$ cat src/rtl/ifm_stream_feeder_if.sv
// Bundle of the feeder's control, BRAM read port and output pixel stream signals.
// The master modport is the feeder; the slave modport is its environment.
interface ifm_stream_feeder_if #(
    parameter int unsigned ADDR_W = 16
);
    logic [2:0]        sel;
    logic              start;
    logic              busy;
    logic              done;
    logic              rd_en;
    logic [ADDR_W-1:0] rd_addr;
    logic [63:0]       rd_data;
    logic [7:0]        ifmstream_0;
    logic [7:0]        ifmstream_1;
    logic [7:0]        ifmstream_2;
    logic [7:0]        ifmstream_3;
    logic [7:0]        ifmstream_4;
    logic [7:0]        ifmstream_5;
    logic [7:0]        ifmstream_6;
    logic [7:0]        ifmstream_7;
    logic              stream_valid;
    logic              frame_last;

    modport master (
        input  sel, start, rd_data,
        output busy, done, rd_en, rd_addr,
        output ifmstream_0, ifmstream_1, ifmstream_2, ifmstream_3,
        output ifmstream_4, ifmstream_5, ifmstream_6, ifmstream_7,
        output stream_valid, frame_last
    );

    modport slave (
        output sel, start, rd_data,
        input  busy, done, rd_en, rd_addr,
        input  ifmstream_0, ifmstream_1, ifmstream_2, ifmstream_3,
        input  ifmstream_4, ifmstream_5, ifmstream_6, ifmstream_7,
        input  stream_valid, frame_last
    );
endinterface

$ cat src/rtl/ifm_stream_feeder.sv
// Raster-order feeder: walks a zero-padded (W+2)x(W+2) frame, reads interior pixels from BRAM
// and emits eight parallel 8-bit channel streams, one pixel per cycle.
module ifm_stream_feeder #(
    parameter int unsigned LEN1   = 16,
    parameter int unsigned LEN2   = 14,
    parameter int unsigned LEN3   = 28,
    parameter int unsigned LEN4   = 56,
    parameter int unsigned LEN5   = 112,
    parameter int unsigned LEN6   = 224,
    parameter int unsigned ADDR_W = 16,
    parameter int unsigned RD_LAT = 2
) (
    input logic                clk,
    input logic                rst,
    ifm_stream_feeder_if.master bus
);
    // Wide enough to hold W+1 for the largest row width.
    localparam int unsigned CntW = $clog2(LEN6 + 2);

    typedef enum logic [1:0] {StIdle, StRun, StDrain} state_e;

    state_e state_q, state_d;

    logic [CntW-1:0]   width_q;
    logic [CntW-1:0]   row_q;
    logic [CntW-1:0]   col_q;
    logic [ADDR_W-1:0] addr_q;
    logic [2:0]        drain_q;
    logic              done_q;

    logic [RD_LAT-1:0] valid_pipe_q;
    logic [RD_LAT-1:0] border_pipe_q;
    logic [RD_LAT-1:0] last_pipe_q;

    logic [63:0]       pix_q;
    logic              stream_valid_q;
    logic              frame_last_q;

    logic [CntW-1:0]   sel_len;
    logic              sel_ok;
    logic              start_acc;
    logic [CntW-1:0]   edge_idx;
    logic              col_last;
    logic              row_last;
    logic              issue_valid;
    logic              issue_border;
    logic              issue_last;
    logic              issue_read;
    logic              drain_end;

    always_comb begin
        sel_ok  = 1'b1;
        sel_len = '0;
        case (bus.sel)
            3'd0:    sel_len = CntW'(LEN1);
            3'd1:    sel_len = CntW'(LEN2);
            3'd2:    sel_len = CntW'(LEN3);
            3'd3:    sel_len = CntW'(LEN4);
            3'd4:    sel_len = CntW'(LEN5);
            3'd5:    sel_len = CntW'(LEN6);
            default: sel_ok  = 1'b0;
        endcase
    end

    assign start_acc = (state_q == StIdle) && bus.start && sel_ok;
    assign edge_idx  = width_q + CntW'(1);
    assign col_last  = (col_q == edge_idx);
    assign row_last  = (row_q == edge_idx);
    assign drain_end = (drain_q == 3'(RD_LAT));

    // State register
    always_ff @(posedge clk) begin
        if (rst) begin
            state_q <= StIdle;
        end else begin
            state_q <= state_d;
        end
    end

    // Next-state logic
    always_comb begin
        state_d = state_q;
        case (state_q)
            StIdle:  if (start_acc) state_d = StRun;
            StRun:   if (issue_last) state_d = StDrain;
            StDrain: if (drain_end) state_d = StIdle;
            default: state_d = StIdle;
        endcase
    end

    // Output / issue-stage decode
    always_comb begin
        issue_valid  = (state_q == StRun);
        issue_border = (row_q == '0) || row_last || (col_q == '0) || col_last;
        issue_last   = issue_valid && row_last && col_last;
        issue_read   = issue_valid && !issue_border;
    end

    // Row/column walk and the sequential read address; the address only advances on interior
    // pixels, so it stays put across border cycles.
    always_ff @(posedge clk) begin
        if (rst) begin
            width_q <= '0;
            row_q   <= '0;
            col_q   <= '0;
            addr_q  <= '0;
            drain_q <= '0;
            done_q  <= 1'b0;
        end else begin
            done_q  <= (state_q == StDrain) && drain_end;
            drain_q <= (state_q == StDrain) ? drain_q + 3'd1 : 3'd0;
            if (start_acc) begin
                width_q <= sel_len;
                row_q   <= '0;
                col_q   <= '0;
                addr_q  <= '0;
            end else if (issue_valid) begin
                if (col_last) begin
                    col_q <= '0;
                    row_q <= row_q + CntW'(1);
                end else begin
                    col_q <= col_q + CntW'(1);
                end
                if (issue_read) begin
                    addr_q <= addr_q + ADDR_W'(1);
                end
            end
        end
    end

    // Tags ride alongside the BRAM read so they line up with rd_data.
    always_ff @(posedge clk) begin
        if (rst) begin
            valid_pipe_q  <= '0;
            border_pipe_q <= '0;
            last_pipe_q   <= '0;
        end else begin
            valid_pipe_q[0]  <= issue_valid;
            border_pipe_q[0] <= issue_border;
            last_pipe_q[0]   <= issue_last;
            for (int i = 1; i < int'(RD_LAT); i++) begin
                valid_pipe_q[i]  <= valid_pipe_q[i-1];
                border_pipe_q[i] <= border_pipe_q[i-1];
                last_pipe_q[i]   <= last_pipe_q[i-1];
            end
        end
    end

    always_ff @(posedge clk) begin
        if (rst) begin
            pix_q          <= '0;
            stream_valid_q <= 1'b0;
            frame_last_q   <= 1'b0;
        end else begin
            stream_valid_q <= valid_pipe_q[RD_LAT-1];
            frame_last_q   <= valid_pipe_q[RD_LAT-1] && last_pipe_q[RD_LAT-1];
            if (valid_pipe_q[RD_LAT-1] && !border_pipe_q[RD_LAT-1]) begin
                pix_q <= bus.rd_data;
            end else begin
                pix_q <= '0;
            end
        end
    end

    assign bus.busy         = (state_q != StIdle);
    assign bus.done         = done_q;
    assign bus.rd_en        = issue_read;
    assign bus.rd_addr      = addr_q;
    assign bus.stream_valid = stream_valid_q;
    assign bus.frame_last   = frame_last_q;
    assign bus.ifmstream_0  = pix_q[7:0];
    assign bus.ifmstream_1  = pix_q[15:8];
    assign bus.ifmstream_2  = pix_q[23:16];
    assign bus.ifmstream_3  = pix_q[31:24];
    assign bus.ifmstream_4  = pix_q[39:32];
    assign bus.ifmstream_5  = pix_q[47:40];
    assign bus.ifmstream_6  = pix_q[55:48];
    assign bus.ifmstream_7  = pix_q[63:56];
endmodule

$ cat src/flat_wrapper.sv
// flat-port wrapper written by rule: the top's interface ports become plain ports
module ifm_stream_feeder_flat 
#(
    parameter int unsigned LEN1   = 16,
    parameter int unsigned LEN2   = 14,
    parameter int unsigned LEN3   = 28,
    parameter int unsigned LEN4   = 56,
    parameter int unsigned LEN5   = 112,
    parameter int unsigned LEN6   = 224,
    parameter int unsigned ADDR_W = 16,
    parameter int unsigned RD_LAT = 2
)
  (clk, rst, bus_sel, bus_start, bus_rd_data, bus_busy, bus_done, bus_rd_en, bus_rd_addr, bus_ifmstream_0, bus_ifmstream_1, bus_ifmstream_2, bus_ifmstream_3, bus_ifmstream_4, bus_ifmstream_5, bus_ifmstream_6, bus_ifmstream_7, bus_stream_valid, bus_frame_last);
  ifm_stream_feeder_if #(.ADDR_W(ADDR_W)) bus_i ();
  input logic clk;
  input logic rst;
  input wire logic [$bits(bus_i.sel)-1:0] bus_sel;
  input wire logic [$bits(bus_i.start)-1:0] bus_start;
  input wire logic [$bits(bus_i.rd_data)-1:0] bus_rd_data;
  output wire logic [$bits(bus_i.busy)-1:0] bus_busy;
  output wire logic [$bits(bus_i.done)-1:0] bus_done;
  output wire logic [$bits(bus_i.rd_en)-1:0] bus_rd_en;
  output wire logic [$bits(bus_i.rd_addr)-1:0] bus_rd_addr;
  output wire logic [$bits(bus_i.ifmstream_0)-1:0] bus_ifmstream_0;
  output wire logic [$bits(bus_i.ifmstream_1)-1:0] bus_ifmstream_1;
  output wire logic [$bits(bus_i.ifmstream_2)-1:0] bus_ifmstream_2;
  output wire logic [$bits(bus_i.ifmstream_3)-1:0] bus_ifmstream_3;
  output wire logic [$bits(bus_i.ifmstream_4)-1:0] bus_ifmstream_4;
  output wire logic [$bits(bus_i.ifmstream_5)-1:0] bus_ifmstream_5;
  output wire logic [$bits(bus_i.ifmstream_6)-1:0] bus_ifmstream_6;
  output wire logic [$bits(bus_i.ifmstream_7)-1:0] bus_ifmstream_7;
  output wire logic [$bits(bus_i.stream_valid)-1:0] bus_stream_valid;
  output wire logic [$bits(bus_i.frame_last)-1:0] bus_frame_last;
  assign bus_i.sel = bus_sel;
  assign bus_i.start = bus_start;
  assign bus_i.rd_data = bus_rd_data;
  assign bus_busy = bus_i.busy;
  assign bus_done = bus_i.done;
  assign bus_rd_en = bus_i.rd_en;
  assign bus_rd_addr = bus_i.rd_addr;
  assign bus_ifmstream_0 = bus_i.ifmstream_0;
  assign bus_ifmstream_1 = bus_i.ifmstream_1;
  assign bus_ifmstream_2 = bus_i.ifmstream_2;
  assign bus_ifmstream_3 = bus_i.ifmstream_3;
  assign bus_ifmstream_4 = bus_i.ifmstream_4;
  assign bus_ifmstream_5 = bus_i.ifmstream_5;
  assign bus_ifmstream_6 = bus_i.ifmstream_6;
  assign bus_ifmstream_7 = bus_i.ifmstream_7;
  assign bus_stream_valid = bus_i.stream_valid;
  assign bus_frame_last = bus_i.frame_last;
  ifm_stream_feeder #(.LEN1(LEN1), .LEN2(LEN2), .LEN3(LEN3), .LEN4(LEN4), .LEN5(LEN5), .LEN6(LEN6), .ADDR_W(ADDR_W), .RD_LAT(RD_LAT)) u_core (.clk(clk), .rst(rst), .bus(bus_i));
endmodule
$ cat config.mk
export PLATFORM = sky130hd
export DESIGN_NAME = ifm_stream_feeder_flat
export DESIGN_NICKNAME = d
export VERILOG_FILES = /design/src/rtl/ifm_stream_feeder_if.sv /design/src/rtl/ifm_stream_feeder.sv /design/src/flat_wrapper.sv
export SDC_FILE = /design/constraint.sdc
export NUM_CORES = 1
export LEC_CHECK = 0
export BUFFER_PORTS_ARGS = -buffer_cell sky130_fd_sc_hd__buf_4
export CORE_MARGIN = 1
export CORE_UTILIZATION = 52
export DETAILED_ROUTE_END_ITERATION = 10
export GPL_TIMING_DRIVEN = 0
export PLACE_DENSITY_LB_ADDON = 0.25
export RECOVER_POWER = 25
export SYNTH_ARGS = -nofsm -noshare
export SYNTH_HDL_FRONTEND = slang
export SYNTH_SLANG_ARGS = --single-unit
$ cat constraint.sdc
create_clock -name clk -period 6.2 [get_ports clk]
set_clock_uncertainty 0.05 [all_clocks]
set_input_delay 0.31 -clock clk [delete_from_list [all_inputs] [get_ports clk]]
set_output_delay 0.31 -clock clk [all_outputs]
set_load 0.01 [all_outputs]
### Yosys cells after proc, flatten, opt, wreduce, memory -nomap -nowiden

Cells that the tools add are included.

* output and inout port bits: 85
* bits of input ports: 70
* logic and storage cells: 65
* flip-flop bits (word level): 118

* equal/unequal tests: 13
* add/sub/neg operators: 5
* muxes and demuxes: 7
* bitwise operators: 2
* reduce and logical (&&, ||, !) cells: 25

Operators by type and width (count)
* case mux 8 bit (6 select lines): 1
* adder 8 x 1 -> 8 bit, second input constant: 3
* adder 16 x 1 -> 16 bit, second input constant: 1
* equality test 8 bit: 2
* logical NOT 8 bit: 2
* equality test 3 x 2 -> 1 bit, second input constant: 3
* logical AND 1 bit: 8
* two-way mux 8 bit: 1
* equality test 3 bit, second input constant: 2
* two-way mux 2 bit: 3
* case mux 2 bit (3 select lines): 1
* OR reduction 2 bit: 3
* OR reduction 6 bit: 1
* != test 2 x 1 -> 1 bit, second input constant: 2
* AND reduction 2 bit: 2
* adder 3 x 1 -> 3 bit, second input constant: 1
* equality test 3 x 1 -> 1 bit, second input constant: 1
* logical NOT 3 bit: 1
* logical OR 1 bit: 3
* AND reduction 3 bit: 1
* equality test 2 x 1 -> 1 bit, second input constant: 1
* equality test 2 bit, second input constant: 1
* logical NOT 1 bit: 2
* logical NOT 2 bit: 1
* other kinds (4): 5

### Depth between registers and ports, before layout

Gate-level depths: netlist of run 1.

* depth after elaboration: 8
* mapped depth: 8
* mapped depth without buffers: 8

### Worst setup path before layout of run 1

OpenSTA, ideal clock, no wires.

* path kind: reg2reg
* from: reg u_core.width_q[3]
* to: reg u_core.row_q[7]
* slack: 4.050 ns
* period minus slack after synthesis: 2.150 ns
* data arrival time: 2.029 ns
* stages on the path, launching flop included: 8
* data required time: 6.079 ns
* path buffers: 1
* library setup time: 0.071 ns
* cell sequence: dfxtp_1 > nor2b_1 > a2111o_1 > nor4_2 > buf_4 > nand2_4 > or4_1 > a21oi_1

* word-level cells in the longest chain between the ends: 3

RTL lines
* from (decl): line ifm_stream_feeder.sv:24 `logic [CntW-1:0] width_q;`
* from (signal assigned): line ifm_stream_feeder.sv:113 `width_q <= sel_len;`
* adder 8 x 1 -> 8 bit: line ifm_stream_feeder.sv:66 `assign edge_idx = width_q + CntW'(1);`
* equality test 8 bit: line ifm_stream_feeder.sv:67 `assign col_last = (col_q == edge_idx);`
* AND reduction 2 bit (no source line)
* to (signal assigned): line ifm_stream_feeder.sv:120 `row_q <= row_q + CntW'(1);`
* to (decl): line ifm_stream_feeder.sv:25 `logic [CntW-1:0] row_q;`

No other way between the ends.
A chain may end at the register's enable or synchronous reset.

### Worst setup path after layout of run 1

* from: reg u_core.col_q[0]
* to: out bus_rd_en

* word-level cells in the longest chain between the ends: 5
* elaborated cells between the ends (all ways): 6
* classes of those cells: eq/ne: 1; reduce/logical: 5

RTL lines
* from (decl): line ifm_stream_feeder.sv:26 `logic [CntW-1:0] col_q;`
* from (signal assigned): line ifm_stream_feeder.sv:122 `col_q <= col_q + CntW'(1);`
* logical NOT 8 bit: line ifm_stream_feeder.sv:94 `issue_border = (row_q == '0) || row_last || (col_q == '0) || col_last;`
* logical OR 1 bit: line ifm_stream_feeder.sv:94
* logical OR 1 bit *: line ifm_stream_feeder.sv:94
* logical NOT 1 bit *: line ifm_stream_feeder.sv:96 `issue_read = issue_valid && !issue_border;`
* logical AND 1 bit *: line ifm_stream_feeder.sv:96
* to (decl): line flat_wrapper.sv:22 `output wire logic [$bits(bus_i.rd_en)-1:0] bus_rd_en;`

Every way passes the cells marked *; elsewhere a longest branch is shown, timed or not.

==> results.py, run 1 <==
metrics = {
    "global_route": {
        "antenna_found_initial": 1,
        "gr-total-overflow": 0,
        "grt_pass1_wl_mm": 22.9,
        "grt_pass1_vias": 4524,
        "track_usage_pct": 36.4,
        "grt_max_degree": 17,
    },
    "power_and_ir_drop": {
        "power_frac_comb_pct": 6.8,
        "seq_power_share_pct": 40.5,
        "power_density_nw_per_um2": 289,
        "p_clk_share_pct": 52.7,
        "swShare_pct": 24.6,
        "vdd_drop_max_uv": 244,
        "power.leakage_nw": 2.80,
        "p_switching_w": 0.000467,
        "p_int_w": 0.00143,
    },
    "floorplan": {
        "die_area_um2": 8430,
        "core-area_um2": 7770,
        "ios": 155,
        "die_w_um": 91.8,
        "start_util_pct": 54.0,
        "dieHeight_um": 91.8,
        "row_count": 32,
    },
    "logic_synthesis": {
        "async_reset_ff_share_pct": 0,
        "synth-edff-count": 0,
        "seq_area_frac_synth_pct": 55.8,
        "syn_area_um2": 4200,
        "avgSynthCellArea_um2": 9.78,
        "syn-num-nets": 506,
        "yosysUniqueCellTypes": 42,
        "ys.flop_type": "dfxtp_1",
        "syn_inst": 429,
        "synth_warnings": 0,
        "ys_seq_elements": 117,
    },
    "placed_design": {
        "io_buffer_count": 153,
        "dp.cells": 684,
        "postPlaceCellArea_um2": 5470,
        "place_congestion": 0.823,
        "dp_hpwl_mm": 7.36,
        "pre_cts_ws_ns": 3.64,
    },
    "setup_path": {
        "crit_type": "flop to primary output",
        "worstPathArrival_ns": 2.61,
        "critPathLaunchType": "flop",
        "crit_fanout": 6,
        "crit_path_end_kind": "primary output",
        "reg2reg_depth": 8,
        "slowest_delay_ns": 0.59,
        "slowest_stage": "o41ai_2",
        "cp_cell_sequence": "inv_1, ha_1, or4b_1, o41ai_2, nor4_2, buf_4",
        "crit_required_ns": 5.84,
    },
    "route": {
        "drcViolationCount": 0,
        "drt_first_pass_iters": 6,
        "ant_nets": 0,
        "drt-initial-drc-count": 330,
        "wl_per_cell_um": 19.1,
        "via_per_inst": 5.47,
        "wl_mm": 14.9,
        "dr_total_vias": 4285,
    },
    "sta": {
        "tightest_slew_ns": 1.33,
        "period_needed_ns": 2.97,
        "whs_ns": 0.0767,
        "finalCritPeriodShare_pct": 47.9,
        "slew_headroom_pct": 10.6,
        "setup-tns-final_ns": 0,
        "setup_viol_count_final": 0,
        "slew_violations": 0,
        "finalHoldViolCount": 0,
        "fmax_ghz": 0.337,
        "layout_setup_ws_ns": 3.23,
        "rsz0062_at_grt": "no",
    },
    "clock_network": {
        "cts_tree": "built",
        "ctsRootBufferMaster": "clkbuf_8",
        "numCtsBuffers": 17,
        "htree_num_levels": 4,
        "cts_setup_buffers": 0,
        "clock_sinks": 117,
        "cts_buffer_depth": 2,
        "cts_resized": 0,
        "clk_latency_ns": 0.52,
        "clk_pin_slew_worst_paths_ns": 0.06,
    },
    "hold_path": {
        "hold_depth": 3,
        "min_path_type": "input pin to flop",
    },
    "layout": {
        "fin_nets": 744,
        "design_area_um2": 6570,
        "final_cells": 783,
        "drive_gt1_share_pct": 22.8,
        "synthToLayoutAreaGrowth_pct": 56.6,
    },
    "run_status": {
        "status": "finished clean",
    },
    "job": {
        "cap_violations": 0,
    },
}
## cell families after synthesis
logic type | synth area share (%)
buf+inv | 2.77
mux | 0.954
xor+xnor | 4.80
compound gates | 7.13
simple gates | 26.4
fa+ha+maj | 2.09
flops | 55.8
## layout make-up
| class | instances | area, um2 |
|---|---|---|
| sequential | 117 | 2340 |
| multi-input combinational | 282 | 1740 |
| timing repair buffer | 219 | 1650 |
| fill | 428 | 1190 |
| clock buffer | 18 | 428 |
| clock inverter | 14 | 168 |
| tap | 102 | 128 |
| buffer | 17 | 67.6 |
| inverter | 13 | 48.8 |
| antenna | 1 | 2.50 |
## synth_stat cells (2+ instances only)
| cell type | count | share of area [%] |
|---|---|---|
| nand4_1 | 11 | 1.6 |
| a31o_2 | 4 | 0.83 |
| ha_1 | 7 | 2.1 |
| xnor2_1 | 19 | 4.0 |
| and2_1 | 65 | 9.7 |
| o31ai_1 | 2 | 0.36 |
| or4_1 | 6 | 1.1 |
| o211ai_1 | 2 | 0.36 |
| a21oi_1 | 20 | 2.4 |
| and3_1 | 3 | 0.45 |
| nand2_1 | 36 | 3.2 |
| dfxtp_1 | 117 | 56 |
| nor2_1 | 35 | 3.1 |
| nor3_1 | 4 | 0.48 |
| o21ai_0 | 10 | 1.2 |
| nor4_2 | 2 | 0.60 |
| nand3_1 | 8 | 0.95 |
| nand3b_1 | 2 | 0.36 |
| clkbuf_1 | 16 | 1.4 |
| mux2i_1 | 4 | 0.95 |
| a22oi_1 | 2 | 0.36 |
| nor2b_1 | 9 | 1.3 |
| xor2_1 | 4 | 0.83 |
| nor4_1 | 2 | 0.30 |
| inv_1 | 13 | 1.2 |
| nand2b_1 | 3 | 0.45 |
| and4_1 | 2 | 0.42 |
| or3_1 | 7 | 1.0 |
## placed cells by master, fill, tap and decap left out, types with 13 or more instances in the layout
| master | instances |
|---|---|
| dfxtp_1 | 117 |
| buf_4 | 112 |
| dlygate4sd3_1 | 66 |
| and2_1 | 64 |
| clkbuf_1 | 58 |
| nand2_1 | 36 |
| nor2_1 | 35 |
| a21oi_1 | 20 |
| xnor2_1 | 19 |
| clkbuf_16 | 16 |
| inv_1 | 13 |
## state kept, by name, indices dropped and copies added, names as in the netlist
name                     cells
u_core.width_q               7
u_core.valid_pipe_q          2
u_core.state_q               2
u_core.row_q                 8
u_core.bus.rd_addr          16
u_core.bus.stream_valid      1
u_core.bus.frame_last        1
u_core.col_q                 8
u_core.border_pipe_q         2
u_core.pix_q                64
u_core.bus.done              1
u_core.drain_q               3
u_core.last_pipe_q           2
## worst max-delay path, delay by kind of cell, from the launching register on
family          cells  cell delay, ns
fa+ha+maj           1            0.16
simple gates        2            0.65
compound gates      1            0.59
buf+inv             2            0.35
flops               1            0.36
## what timing repair did
action / 4_1_cts / 5_1_grt
endpoints found under the setup margin: 0 / 0
hold buffers: 66 / 0
hold endpoints to repair: 66 / 0
## layer usage
layer  vias up  track usage, %  wire length, um
met5         -               0                0
met4         0            22.3              775
met3        78            8.29             1060
met2       280            69.9             8030
met1      2006            34.8             5080
li1       1921               -                -
## metrics by stage
stage / util, % / total power, W
6_report: 84.6 / 0.00190
5_1_grt: 84.6 / 0.00194
4_1_cts: 86.6 / 0.00187
3_5_place_dp: 70.5 / 0.000874
3_3_place_gp: 70.5 / 0.000872
2_1_floorplan: - / 0.000822
## power by group through the flow
stage | combinational (W) | sequential, W | clock (W)
floorplan | 0.0000376 | 0.000784 | 0
global placement | 0.0000882 | 0.000783 | 0
detailed placement | 0.0000903 | 0.000784 | 0
CTS | 0.000127 | 0.000768 | 0.000978
global route | 0.000138 | 0.000769 | 0.00103
finish | 0.000130 | 0.000768 | 0.00100
## worst paths after layout
path / startpoint / end / slack, ns
worst max-delay path: u_core.col_q[0]$_SDFFE_PP0P_ / bus_rd_en / 3.23
worst min-delay path: bus_sel[2] / u_core.width_q[7]$_SDFFE_PP0P_ / 0.08
worst max register to register: u_core.row_q[1]$_SDFFE_PP0P_ / u_core.bus.rd_addr[7]$_SDFFE_PP0P_ / 3.29
worst min register to register: u_core.border_pipe_q[0]$_SDFF_PP0_ / u_core.border_pipe_q[1]$_SDFF_PP0_ / 0.41
Note: power is estimated with default switching activity, not from simulation.
==> inputs of run 2 (changes only) <==
Settings changed: CORE_UTILIZATION 52 to 49.
Clock period 6.2 ns to 3 ns, I/O delays scaled along.
==> results.py, run 2 (synthesis gave the netlist of run 1 again) <==
metrics = {
    "run_status": {
        "status": "finished clean",
    },
    "route": {
        "wl_per_cell_um": 17.0,
        "drcViolationCount": 0,
        "via_per_inst": 5.13,
        "drt-initial-drc-count": 214,
        "wl_mm": 13.4,
        "dr_total_vias": 4049,
        "drt_first_pass_iters": 4,
        "ant_nets": 0,
    },
    "clock_network": {
        "postCtsHoldBufs": 68,
        "cts_resized": 0,
        "numCtsBuffers": 17,
        "clock_sinks": 117,
        "clk_latency_ns": 0.52,
        "clk_pin_slew_worst_paths_ns": 0.06,
        "ctsRootBufferMaster": "clkbuf_8",
        "cts_setup_buffers": 0,
        "cts_tree": "built",
        "htree_num_levels": 4,
        "cts_buffer_depth": 2,
    },
    "layout": {
        "synthToLayoutAreaGrowth_pct": 55.7,
        "max_flop_register": "u_core.pix_q",
        "design_area_um2": 6540,
        "fin_util_pct": 79.1,
        "mostFrequentLayoutCell": "dfxtp_1",
        "largest_register_ffs": 64,
        "mostFrequentLayoutCells": "dfxtp_1 (117), buf_4 (112), dlygate4sd3_1 (68)",
        "final_cells": 789,
        "drive_gt1_share_pct": 22.6,
        "fin_nets": 746,
    },
    "floorplan": {
        "die_w_um": 94.5,
        "core-area_um2": 8260,
        "row_count": 33,
        "dieHeight_um": 94.5,
        "start_util_pct": 50.8,
        "ios": 155,
        "die_area_um2": 8940,
    },
    "global_route": {
        "antenna_found_initial": 1,
        "grt_pass1_vias": 4214,
        "gr-total-overflow": 0,
        "grt_pass1_wl_mm": 19.9,
        "track_usage_pct": 30.2,
        "grt_max_degree": 17,
    },
    "sta": {
        "period_needed_ns": 2.79,
        "slew_violations": 0,
        "setup_viol_count_final": 0,
        "finalCritPeriodShare_pct": 92.9,
        "layout_setup_ws_ns": 0.214,
        "slew_headroom_pct": 14.7,
        "tightest_slew_ns": 1.27,
        "fmax_ghz": 0.359,
        "finalHoldViolCount": 0,
        "rsz0062_at_grt": "no",
        "setup-tns-final_ns": 0,
    },
    "setup_path": {
        "critPathLaunchType": "flop",
        "worstPathArrival_ns": 3.14,
        "reg2reg_depth": 8,
        "crit_fanout": 7,
        "crit_path_end_kind": "flop",
        "crit_type": "flop to flop",
        "crit_required_ns": 3.35,
        "critPathLaunch": "u_core.row_q[0]$_SDFFE_PP0P_",
        "r2r_start": "u_core.row_q[0]$_SDFFE_PP0P_",
    },
    "hold_path": {
        "min_path_type": "input pin to flop",
        "hold_depth": 3,
        "hold_start": "bus_sel[1]",
    },
    "power_and_ir_drop": {
        "power_density_nw_per_um2": 559,
        "power.leakage_nw": 2.77,
        "vdd_drop_max_uv": 411,
    },
    "placed_design": {
        "pre_cts_ws_ns": 0.399,
        "dp_hpwl_mm": 7.60,
        "place_congestion": 0.849,
        "io_buffer_count": 153,
        "postPlaceCellArea_um2": 5480,
        "dp.cells": 687,
    },
    "job": {
        "cap_violations": 0,
    },
}
run 2: cell types whose count changed in the layout (fill, tap and decap cells not counted), sizes merged:
cell | before | now
clkinvlp | 2 | 5
bufinv | 2 | 0
diode | 1 | 3
dlygate4sd3 | 66 | 68
inv | 19 | 17
run 2: worst paths after layout:
| path | end | slack, ns |
|---|---|---|
| max | u_core.bus.rd_addr[5]$_SDFFE_PP0P_ | 0.21 |
| min | u_core.width_q[3]$_SDFFE_PP0P_ | 0.07 |
| max reg2reg | u_core.bus.rd_addr[5]$_SDFFE_PP0P_ | 0.21 |
| min reg2reg | u_core.bus.frame_last$_SDFF_PP0_ | 0.39 |
run 2: area by class of cell:
class / count / area (um2)
sequential: 117 / 2340
multi-input combinational: 282 / 1740
fill: 546 / 1720
timing repair buffer: 221 / 1670
clock buffer: 18 / 428
tap: 105 / 131
clock inverter: 13 / 100
buffer: 17 / 67.6
inverter: 13 / 48.8
antenna: 3 / 7.51
run 2: power by group:
| group | switching (W) | total [W] | leakage (nW) | internal, W |
|---|---|---|---|---|
| registers | 0.0000147 | 0.00159 | 0.945 | 0.00157 |
| logic | 0.000111 | 0.000266 | 1.58 | 0.000155 |
| clock network | 0.000763 | 0.00180 | 0.246 | 0.00104 |
run 2: critical path: stages, from the launching register on:
cell and delay [ns]:
dfxtp_1 0.36, inv_1 0.11, ha_1 0.22, nor4b_1 0.14, nand2_1 0.09, o41ai_2 0.13, nor4_1 1.07, a21oi_1 0.22
a31o_2 0.29
run 2: metal layers:
metal  wire length, um  share of wire, %  vias up  global-route usage [%]
met5                 0                 0        -                       0
met3               851               6.3       47                    8.86
met1              4670                35     1892                    27.6
met2              7360                55      190                    58.4
li1                  -                 -     1920                       -
met4               523               3.9        0                    17.6
run 2: per-stage QoR:
stage	total power [W]	hold slack, ns
2_1_floorplan	0.00170	0.186
3_3_place_gp	0.00180	0.297
3_5_place_dp	0.00181	0.303
4_1_cts	0.00364	0.0589
5_1_grt	0.00375	0.113
6_report	0.00365	0.0736
==> inputs of run 3 (changes only) <==
Settings changed: CELL_PAD_IN_SITES_DETAIL_PLACEMENT from default to 0, CELL_PAD_IN_SITES_GLOBAL_PLACEMENT from default to 2, CORE_UTILIZATION 49 to 28.
==> results.py, run 3 (synthesis gave the netlist of run 1 again) <==
metrics = {
    "run_status": {
        "status": "finished clean",
    },
    "placed_design": {
        "io_buffer_count": 153,
        "dp.cells": 766,
        "place_congestion": 0.765,
        "dp_hpwl_mm": 8.20,
    },
    "clock_network": {
        "htree_num_levels": 4,
        "clock_sinks": 117,
        "cts_resized": 0,
        "cts_buffer_depth": 2,
        "cts_setup_buffers": 0,
        "clk_latency_ns": 0.40,
        "numCtsBuffers": 17,
        "ctsRootBufferMaster": "clkbuf_16",
        "clk_pin_slew_worst_paths_ns": 0.05,
        "cts_tree": "built",
    },
    "sta": {
        "slew_headroom_pct": 22.9,
        "period_needed_ns": 2.64,
        "slew_violations": 0,
        "setup_viol_count_final": 0,
        "fmax_ghz": 0.378,
        "rsz0062_at_grt": "no",
        "finalHoldViolCount": 0,
        "setup-tns-final_ns": 0,
        "tightest_slew_ns": 1.15,
        "finalCritPeriodShare_pct": 88.1,
    },
    "route": {
        "drt_first_pass_iters": 4,
        "drt-initial-drc-count": 81,
        "drcViolationCount": 0,
        "wl_per_cell_um": 13.6,
        "ant_nets": 0,
        "dr_total_vias": 3809,
        "via_per_inst": 4.41,
        "wl_mm": 11.8,
    },
    "global_route": {
        "track_usage_pct": 15.9,
        "gr-total-overflow": 0,
        "antenna_found_initial": 0,
        "grt_pass1_wl_mm": 19.3,
        "grt_max_degree": 17,
        "grt_pass1_vias": 3830,
    },
    "setup_path": {
        "critPathLaunchType": "flop",
        "reg2reg_slack_ns": 0.36,
        "worstPathArrival_ns": 2.44,
        "crit_type": "flop to primary output",
        "crit_fanout": 6,
        "crit_path_end_kind": "primary output",
        "r2r_start": "u_core.col_q[3]$_SDFFE_PP0P_",
        "crit_required_ns": 2.80,
        "critPathLaunch": "u_core.col_q[0]$_SDFFE_PP0P_",
    },
    "layout": {
        "mostFrequentLayoutCell": "dfxtp_1",
        "largest_register_ffs": 64,
        "max_flop_register": "u_core.pix_q",
        "fin_nets": 744,
        "synthToLayoutAreaGrowth_pct": 58.6,
        "mostFrequentLayoutCells": "dfxtp_1 (117), buf_4 (109), dlygate4sd3_1 (66)",
        "diodes": 0,
        "fin_util_pct": 45.6,
        "drive_gt1_share_pct": 22.1,
        "final_cells": 864,
    },
    "power_and_ir_drop": {
        "power_density_nw_per_um2": 574,
        "power.leakage_nw": 2.77,
        "vdd_drop_max_uv": 465,
    },
    "floorplan": {
        "dieHeight_um": 124,
        "die_area_um2": 15500,
        "start_util_pct": 28.8,
        "ios": 155,
        "core-area_um2": 14600,
        "die_w_um": 124,
        "row_count": 44,
    },
    "hold_path": {
        "hold_start": "bus_sel[2]",
        "min_path_type": "input pin to flop",
    },
    "job": {
        "cap_violations": 0,
    },
}
[run 3: critical path: stages (launching register included)]
cell and delay [ns]:
dfxtp_1 0.34, inv_1 0.12, ha_1 0.16, or4b_1 0.46, o41ai_2 0.57, nor4_2 0.20
buf_4 0.20
[run 3: path summary, 6_finish.rpt]
| path | depth (start not counted) | end |
|---|---|---|
| setup / recovery | 6 | bus_rd_en |
| setup reg to reg | 7 | u_core.bus.rd_addr[15]$_SDFFE_PP0P_ |
| hold reg to reg | 1 | u_core.valid_pipe_q[1]$_SDFF_PP0_ |
| hold / removal | 3 | u_core.width_q[7]$_SDFFE_PP0P_ |
[run 3: through the flow]
| stage | area [um2] | total power, W | hold slack [ns] | setup slack [ns] |
|---|---|---|---|---|
| 5_1_grt | 6660 | 0.00397 | 0.0204 | 0.0515 |
| 2_1_floorplan | 4200 | 0.00170 | 0.186 | 0.850 |
| 3_5_place_dp | 5580 | 0.00181 | 0.302 | 0.411 |
| 3_3_place_gp | 5580 | 0.00181 | 0.302 | 0.302 |
| 4_1_cts | 6820 | 0.00388 | 0.00462 | 0.305 |
| 6_report | 6660 | 0.00382 | 0.0234 | 0.357 |
[run 3: metal layers]
metal,part of all wire (%),vias to the layer above,track usage (%)
met4,2.7,0,8.01
met5,0,-,0
met3,4.3,23,4.42
met2,48,110,26.4
met1,45,1759,18.7
li1,-,1917,-
[run 3: layout make-up]
class	instances	area (um2)
clock buffers	21	460
fillers	1410	7930
repair buffers	219	1640
well taps	184	230
inverters	13	48.8
clock inverters	11	128
multi-input cells	282	1740
flip-flops and latches	117	2340
plain buffers	17	67.6
[run 3: timing repair]
item,4_1_cts,5_1_grt
hold endpoints to repair,66,0
endpoints found under the setup margin,0,0
hold buffers,66,0
[run 3: power by group]
part / internal (W) / switching [W] / total (W)
Clock: 0.00127 / 0.000707 / 0.00197
Combinational: 0.000153 / 0.000107 / 0.000259
Sequential: 0.00157 / 0.0000135 / 0.00159
